--- config.mk ---
export PLATFORM = sky130hd
export DESIGN_NAME = keypad_scanner
export DESIGN_NICKNAME = d
export VERILOG_FILES = /design/src/rtl/keypad_scanner.sv
export SDC_FILE = /design/constraint.sdc
export NUM_CORES = 1
export LEC_CHECK = 0
export BUFFER_PORTS_ARGS = -buffer_cell sky130_fd_sc_hd__buf_2
export CORE_MARGIN = 2
export CORE_UTILIZATION = 30
export CTS_CLUSTER_SIZE = 20
export DETAILED_ROUTE_END_ITERATION = 16
export PLACE_DENSITY = 0.57
export RECOVER_POWER = 100
export SYNTH_ARGS = -nofsm -noshare
export SYNTH_HDL_FRONTEND = slang
export SYNTH_SLANG_ARGS = --single-unit
--- constraint.sdc ---
create_clock -name clk -period 4.35 [get_ports clk]
set_clock_uncertainty 0.1 [all_clocks]
set_input_delay 0.2175 -clock clk [delete_from_list [all_inputs] [get_ports clk]]
set_output_delay 0.2175 -clock clk [all_outputs]
set_load 0.02 [all_outputs]
--- src/rtl/keypad_scanner.sv ---
// keypad_scanner: scans a 4x4 hex keypad and delivers a debounced key code.
// Latency: press-to-button_pressed is at most (DEBOUNCE_FRAMES+1)*4*COL_DWELL+3 cycles.
// Backpressure: none; the outputs are levels plus a one-cycle strobe, and the consumer samples them freely.
//
// Ports:
//   clk            master clock (single domain)
//   rst_n          synchronous active-low reset
//   row[3:0]       keypad rows, active-low, asynchronous to clk (pulled up)
//   col[3:0]       keypad columns, active-low one-hot, registered
//   dec[3:0]       hex code of the accepted key; keeps the last key after release
//   button_pressed high while an accepted key is held
//   key_strobe     one-cycle pulse on the cycle button_pressed rises

module keypad_scanner #(
  parameter int COL_DWELL       = 100000,
  parameter int DEBOUNCE_FRAMES = 4
) (
  input  logic       clk,
  input  logic       rst_n,
  input  logic [3:0] row,
  output logic [3:0] col,
  output logic [3:0] dec,
  output logic       button_pressed,
  output logic       key_strobe
);

  // Counter widths. The debounce counter must be able to hold DEBOUNCE_FRAMES itself.
  localparam int DW = (COL_DWELL > 1) ? $clog2(COL_DWELL) : 1;
  localparam int CW = (DEBOUNCE_FRAMES > 0) ? $clog2(DEBOUNCE_FRAMES + 1) : 1;

  localparam logic [DW-1:0] DWELL_LAST = DW'(COL_DWELL - 1);
  localparam logic [CW-1:0] DB_MAX     = CW'(DEBOUNCE_FRAMES);

  // Five-bit key value: bit 4 set means "no key".
  localparam logic [4:0] KEY_NONE = 5'h10;

  typedef enum logic [1:0] {
    S_IDLE,
    S_HELD,
    S_GAP
  } state_t;

  // Map a flat intersection index (col*4 + row) onto the printed keypad legend.
  function automatic logic [3:0] key_of(input logic [3:0] idx);
    logic [3:0] k;
    case (idx)
      4'd0:    k = 4'h1;
      4'd1:    k = 4'h4;
      4'd2:    k = 4'h7;
      4'd3:    k = 4'h0;
      4'd4:    k = 4'h2;
      4'd5:    k = 4'h5;
      4'd6:    k = 4'h8;
      4'd7:    k = 4'hF;
      4'd8:    k = 4'h3;
      4'd9:    k = 4'h6;
      4'd10:   k = 4'h9;
      4'd11:   k = 4'hE;
      4'd12:   k = 4'hA;
      4'd13:   k = 4'hB;
      4'd14:   k = 4'hC;
      default: k = 4'hD;
    endcase
    return k;
  endfunction

  // ---------------------------------------------------------------------------
  // State
  // ---------------------------------------------------------------------------
  logic [3:0]    row_meta;
  logic [3:0]    row_sync;
  logic [DW-1:0] dwell_cnt;
  logic [1:0]    col_idx;
  logic [3:0]    samp_c0;
  logic [3:0]    samp_c1;
  logic [3:0]    samp_c2;
  logic [4:0]    cand;
  logic [CW-1:0] db_cnt;
  logic [4:0]    acc;
  state_t        state;

  // ---------------------------------------------------------------------------
  // Frame evaluation
  // ---------------------------------------------------------------------------
  logic          dwell_last;
  logic          frame_done;
  logic [15:0]   hits;
  logic          hit_found;
  logic          hit_multi;
  logic [3:0]    hit_key;
  logic [4:0]    frame_key;

  assign dwell_last = (dwell_cnt == DWELL_LAST);
  assign frame_done = dwell_last && (col_idx == 2'd3);

  // Column 3 is never stored: its sample is the live synchronized row on the
  // same cycle the frame is resolved. Bit index is col*4 + row.
  assign hits = ~{row_sync, samp_c2, samp_c1, samp_c0};

  always_comb begin
    hit_found = 1'b0;
    hit_multi = 1'b0;
    hit_key   = 4'h0;
    for (int i = 0; i < 16; i++) begin
      if (hits[i]) begin
        if (hit_found) begin
          hit_multi = 1'b1;
        end
        hit_found = 1'b1;
        hit_key   = key_of(4'(i));
      end
    end
  end

  // Ghosting or genuine multi-key both resolve to "no key".
  assign frame_key = (hit_found && !hit_multi) ? {1'b0, hit_key} : KEY_NONE;

  // ---------------------------------------------------------------------------
  // Debounce next-state
  // ---------------------------------------------------------------------------
  logic [4:0]    cand_nxt;
  logic [CW-1:0] db_cnt_nxt;
  logic          accept;

  always_comb begin
    cand_nxt   = cand;
    db_cnt_nxt = db_cnt;
    if (frame_key == cand) begin
      if (db_cnt != DB_MAX) begin
        db_cnt_nxt = db_cnt + 1'b1;
      end
    end else begin
      cand_nxt   = frame_key;
      db_cnt_nxt = CW'(1);
    end
  end

  // Acceptance looks at the post-update candidate, so the frame that completes
  // the run is the frame that is accepted.
  assign accept = frame_done && (db_cnt_nxt == DB_MAX) && (cand_nxt != acc);

  // ---------------------------------------------------------------------------
  // Sequential logic: synchronizer, scan, debounce and output FSM
  // ---------------------------------------------------------------------------
  always_ff @(posedge clk) begin
    if (!rst_n) begin
      row_meta       <= 4'hF;
      row_sync       <= 4'hF;
      dwell_cnt      <= '0;
      col_idx        <= 2'd0;
      col            <= 4'b1110;
      samp_c0        <= 4'hF;
      samp_c1        <= 4'hF;
      samp_c2        <= 4'hF;
      cand           <= KEY_NONE;
      db_cnt         <= '0;
      acc            <= KEY_NONE;
      state          <= S_IDLE;
      dec            <= 4'h0;
      button_pressed <= 1'b0;
      key_strobe     <= 1'b0;
    end else begin
      row_meta   <= row;
      row_sync   <= row_meta;
      key_strobe <= 1'b0;

      // Scan: sample the active column at the end of its dwell, then move on.
      if (dwell_last) begin
        dwell_cnt <= '0;
        case (col_idx)
          2'd0:    samp_c0 <= row_sync;
          2'd1:    samp_c1 <= row_sync;
          2'd2:    samp_c2 <= row_sync;
          default: ;
        endcase
        col_idx <= col_idx + 2'd1;
        col     <= ~(4'b0001 << (col_idx + 2'd1));
      end else begin
        dwell_cnt <= dwell_cnt + 1'b1;
      end

      if (frame_done) begin
        cand   <= cand_nxt;
        db_cnt <= db_cnt_nxt;
        if (accept) begin
          acc <= cand_nxt;
        end
      end

      // Output FSM. Accepts arrive at most once per frame, so GAP always
      // completes before another accept can be seen.
      case (state)
        S_IDLE: begin
          if (accept && !cand_nxt[4]) begin
            state          <= S_HELD;
            dec            <= cand_nxt[3:0];
            button_pressed <= 1'b1;
            key_strobe     <= 1'b1;
          end
        end
        S_HELD: begin
          if (accept) begin
            button_pressed <= 1'b0;
            if (cand_nxt[4]) begin
              state <= S_IDLE;
            end else begin
              // dec is loaded while button_pressed is low, so the consumer
              // never sees the code change under a held level.
              state <= S_GAP;
              dec   <= cand_nxt[3:0];
            end
          end
        end
        S_GAP: begin
          state          <= S_HELD;
          button_pressed <= 1'b1;
          key_strobe     <= 1'b1;
        end
        default: begin
          state          <= S_IDLE;
          button_pressed <= 1'b0;
        end
      endcase
    end
  end

endmodule

# --- Yosys cells after proc, flatten, opt, wreduce, memory -nomap -nowiden ---
# Index checks and enable logic that the tools add are counted.
totals:
  wordCells: 131
  out_inout_bits: 10
  ff_bits: 64
classes:
  n_reduce_logical: 17
  add_sub_neg: 3
  n_eq_ne: 13
  n_bitwise: 3
  muxes: 79
  n_shift: 1
op_table:
  columns: ["cell", "n"]
  rows:
  - ["4-bit 2-to-1 mux", 18]
  - ["1-bit 2-to-1 mux", 50]
  - ["17-bit by 1-bit adder with 17-bit output (second input constant)", 1]
  - ["17-bit == test (second input constant)", 1]
  - ["16-bit NOT", 1]
  - ["5-bit 2-to-1 mux", 2]
  - ["2-bit AND reduction", 5]
  - ["4-bit case mux with 2 select lines", 1]
  - ["2-bit == test (second input constant)", 3]
  - ["2-bit 2-to-1 mux", 3]
  - ["3-bit 2-to-1 mux", 2]
  - ["2-bit inequality test (second input constant)", 3]
  - ["2-bit case mux with 3 select lines", 1]
  - ["5-bit == test", 1]
  - ["1-bit logical AND", 5]
  - ["5-bit inequality test", 1]
  - ["2-bit by 1-bit == test with 1-bit output (second input constant)", 2]
  - ["2-bit logical NOT", 2]
  - ["4-bit NOT", 1]
  - ["4-bit AND reduction", 1]
  - ["1-bit by 2-bit << shifter with 4-bit output (first input constant)", 1]
  - ["3-bit by 1-bit adder with 3-bit output (second input constant)", 1]
  - ["3-bit == test (second input constant)", 1]
  - ["3-bit inequality test (second input constant)", 1]
  - ["7 further kinds", 8]

# --- Longest topological paths before layout ---
depth:
  ltp_word: 43
  depth_mapped: 11

# --- Worst setup path before layout ---
# No wires, ideal clock.
synth_path:
  path_kind: "register to register"
  startpoint: "register samp_c2[1]"
  endpoint: "register acc[3]"
  synth_period_minus_slack_ps: 2890
  setup_ps: 101
  arrival_ps: 2689
  path_slack_ps: 1460
  path_stages_with_launch: 12
  path_cell_list: "dfxtp_1 buf_4 nand2_1 or4_4 a211oi_4 and4_4 buf_6 nand2_2 xor2_1 nand4_4 or2_4 o41ai_1"
synth_via:
  elab_chain_cells: 23
  elab_cells_between_ends: 39
  classes_between: "eq/ne: 3; mux: 30; bitwise: 1; reduce/logical: 5"
synth_lines:
  columns: ["item", "line", "source"]
  rows:
  - ["start, declared", "76", "logic [3:0] samp_c2;"]
  - ["start signal, assigned", "173", "2'd2: samp_c2 <= row_sync;"]
  - ["16-bit NOT (*)", "98", "assign hits = ~{row_sync, samp_c2, samp_c1, samp_c0};"]
  - ["1-bit 2-to-1 mux", "105", "if (hits[i]) begin"]
  - ["1-bit 2-to-1 mux", "106", "if (hit_found) begin"]
  - ["1-bit 2-to-1 mux", "105", null]
  - ["1-bit 2-to-1 mux", "106", null]
  - ["1-bit 2-to-1 mux", "105", null]
  - ["1-bit 2-to-1 mux", "106", null]
  - ["1-bit 2-to-1 mux", "105", null]
  - ["[... 6 more ...]", null, null]
  - ["1-bit logical NOT", "116", "assign frame_key = (hit_found && !hit_multi) ? {1'b0, hit_key} : KEY_NONE;"]
  - ["1-bit logical AND", "116", null]
  - ["5-bit 2-to-1 mux (*)", "116", null]
  - ["5-bit == test", "128", "if (frame_key == cand) begin"]
  - ["3-bit 2-to-1 mux", "128", null]
  - ["3-bit == test", "140", "assign accept = frame_done && (db_cnt_nxt == DB_MAX) && (cand_nxt != acc);"]
  - ["1-bit logical AND (2 in a row)", "140", null]
  - ["2-bit AND reduction (no line)", null, null]
  - ["end signal, assigned", "186", "acc <= cand_nxt;"]
  - ["end, declared", "79", "logic [4:0] acc;"]
# Every way passes the cells marked *; elsewhere a longest branch is shown, timed or not.
# A chain may end at the register's enable or synchronous reset.

# --- Worst setup path after layout ---
# Same ends and word-level chain as after synthesis.

==> results.sh <==
export IMPL_outcome="complete, but fails checks"
export IMPL_failed_checks="capacitance limit, slew limit"
export IMPL_overflow=0
export IMPL_dp_hpwl_um=4650
export IMPL_global_route_usage_met1_pct=17.2
export IMPL_die_area_mm2=0.0114
export IMPL_vias=2588
export IMPL_regToRegEndpoint="acc[3]"
export IMPL_critical_path_arrival_ps=3740
export IMPL_crit_path_start_kind="flip-flop"
export IMPL_global_route_usage_met3_pct=3.71
export IMPL_drt_first_pass_iters=4
export IMPL_largest_reg_flops=17
export IMPL_layout_filler_cells=1098
export IMPL_power_density_mw_per_mm2=325
export IMPL_fin_crit_sh_pct=82.7
export IMPL_chipHeight_um=107
export IMPL_timing_critical_path_required_ps=4490
export IMPL_critical_path_n_buffers_inverters=0
export IMPL_unrepaired_setup_endpoints_after_global_routing="no"
export IMPL_worst_hold_path_type="flip-flop to flip-flop"
export IMPL_vias_per_cell=4.99
export IMPL_ff2ff_path_depth=9
export IMPL_critical_path_depth=9
export IMPL_io_buffer_count=15
export IMPL_post_route_cells_drive_above_1_share_pct=7.57
export IMPL_worstReg2RegStart="samp_c2[1]"
export IMPL_numPlacedInstances=499
export IMPL_largest_registers="dwell_cnt x17, acc x5, cand x5"
export IMPL_busiest_layer="met2"
export IMPL_synthCells=364
export IMPL_ir_worst_vdd_v=0.000228
export IMPL_postSynthNetCount=377
export IMPL_leading_cell_type_in_the_layout_fill_and_taps_excluded="dfxtp_1"
export IMPL_path_clk_slew_ps=70
export IMPL_worstSetupStartpoint="samp_c2[1]"
export IMPL_critical_path_peak_fanout=9
export IMPL_main_flop_type_after_synthesis="dfxtp_1"
export IMPL_synth_top_cells_by_area="dfxtp_1 (40%), mux2i_1 (5.4%), nand2_1 (5.3%), nor2_1 (3.9%), nand2b_1 (3.0%)"
export IMPL_antenna_found_initial=0
export IMPL_crit_end="acc[3]"
export IMPL_grtUsageTotal_pct=12.7
export IMPL_ff2ff_setup_slack_ps=750
export IMPL_async_flop_share_pct=0
export IMPL_synth_top_cell_by_area="dfxtp_1"
export IMPL_number_of_global_route_vias_before_repair=2371
export IMPL_critical_path_max_stage_delay_ps=600
export IMPL_setup_tns_final_ps=0
export IMPL_worst_path_max_delay_cell="or4_1"
export IMPL_place_gp_congestion=0.868
export IMPL_num_rows=37
export IMPL_placeableCoreArea_mm2=0.0103
export IMPL_placement_setup_worst_slack_ps=1180
export IMPL_crit_top_cell="nand2_1"
export IMPL_count_of_h_tree_levels_built_during_cts=3
export IMPL_start_util_pct=30.9
export IMPL_regArea_mm2=0.00126
export IMPL_cap_viol_max_count=1
export IMPL_synth_largest_type_area_fraction_pct=39.7
export IMPL_worst_skew_pair_late_latency_ps=340
export IMPL_syn_cell_area_mm2=0.00317
export IMPL_numCtsBuffers=9
export IMPL_die_width_um=107
export IMPL_detail_route_wirelength_um=6780
export IMPL_fmax_ghz=0.278
export IMPL_cp_end_kind="flip-flop"
export IMPL_cts_buffer_depth=2
export IMPL_synth_ff_latch_count=63
export IMPL_finish_net_count=391
export IMPL_antenna_violating_nets_post_route=0
export IMPL_synth_edf_count=0
export IMPL_critical_path_top_delay_family="simple AND/OR/NAND/NOR gates"
export IMPL_final_hold_viol_count=0
export IMPL_synth_cell_type_count=65
export IMPL_slew_headroom_pct=-23.4
export IMPL_clock_root_buffer="clkbuf_8"
export IMPL_path_cells="nand2_1 > or4_1 > a211oi_4 > and4_1 > nand2_1 > o21ai_2 > nand4_1 > or2_0 > o41ai_1"
export IMPL_antennaDiodeCount=0
export IMPL_grt_pass1_wl_um=11400
export IMPL_tritoncts="built"
export IMPL_drv_slew=42
export IMPL_tightest_slew_ps=1850
export IMPL_total_leakage_power_nw=1.31
export IMPL_final_cell_count_without_fillers=519
export IMPL_clkSinkCount=63
export IMPL_multiInputGateArea_mm2=0.00175
export IMPL_registers_top_by_ff_count="dwell_cnt"
export IMPL_syn_mean_instance_area_um2=8.72
export IMPL_avgRoutedWirePerCell_um=13.1
export IMPL_area_growth_synth_to_final_pct=11.0
export IMPL_setup_violations_final=0
export IMPL_post_route_drc_count=0
export IMPL_detailed_router_s_first_iteration_violation_count=197
export IMPL_met2_usage_pct=19.3
export IMPL_worst_slack_ps=752
export IMPL_final_cell_mix="dfxtp_1 (63), nand2_1 (46), nor2_1 (33)"
export IMPL_io_pin_count=16
export IMPL_critical_path_class="flip-flop to flip-flop"
export IMPL_maximum_number_of_pins_on_one_net_before_global_route_repair=42
export IMPL_post_route_min_period_ps=3600
export IMPL_synth_seq_area_share_pct=39.7
export IMPL_synthesis_yosys_warnings=0
## synthesized netlist by cell type, drive strengths merged, types with 3 or more instances
cell type,instances
nand2b,15
o211ai,10
xor2,9
nand2,47
or3,5
ha,7
o21ai,11
nor2,33
nand4,10
clkbuf,11
xnor2,8
mux2i,17
a31oi,3
buf,5
or4,3
nor3,7
a21boi,3
inv,14
a41oi,3
and3,9
dfxtp,63
and2,8
and4,4
nand3,12
a21oi,15
## metal layers
metal | vias to the layer above | wire, um
li1 | 1324 | -
met1 | 1214 | 3450
met2 | 39 | 3010
met3 | 11 | 228
met4 | 0 | 88
met5 | - | 0
## where the power goes
| part | internal (W) | switching (W) | total [W] |
|---|---|---|---|
| clock | 0.000239 | 0.000242 | 0.000481 |
| sequential | 0.000582 | 0.00000657 | 0.000589 |
| combinational | 0.0000299 | 0.0000456 | 0.0000755 |
## kinds of logic after synthesis
logic type	after synthesis	share of synthesized area, %
AND/OR/NAND/NOR	162	27.5
AO/OA/AOI/OAI	65	15.2
flip-flops	63	39.7
buffers and inverters	31	4.14
XOR/XNOR	17	4.69
multiplexers	17	5.36
adder cells (fa/ha/maj)	9	3.43
## how the worst min path moves through the flow
stage                startpoint          end  slack [ps]  depth (start not counted)
floorplan                row[0]  row_meta[0]         220                          1
global placement    row_meta[0]  row_sync[0]         290                          1
detailed placement  row_meta[1]  row_sync[1]         290                          1
CTS                       rst_n   samp_c0[0]         290                          2
global route        row_meta[1]  row_sync[1]         340                          1
finish              row_meta[0]  row_sync[0]         310                          1
## area by class of cell
type / count / share of cell area, %
inverters: 15 / 1.60
clock buffers: 12 / 4.40
clock inverters: 4 / 0.817
well taps: 136 / 4.83
flip-flops and latches: 63 / 35.8
multi-input cells: 270 / 49.7
repair buffers: 19 / 2.88
## metrics by stage
stage	utilization (%)	cell area (um2)	total power [W]	hold WS, ps
3_5_place_dp	32.5	3340	0.000678	292
2_1_floorplan	-	3170	0.000663	219
4_1_cts	34.7	3570	0.00116	287
3_3_place_gp	32.5	3340	0.000678	289
5_1_grt	34.3	3520	0.00120	335
6_report	34.3	3520	0.00115	308
## timing repair
item | 4_1_cts | 5_1_grt
hold buffers | 4 | 0
gates resized for setup | 0 | 0
endpoints found under the setup margin | 0 | 0
buffers inserted | 0 | 0
endpoints found under the hold margin | 4 | 0
(Power assumes the default switching activity.)
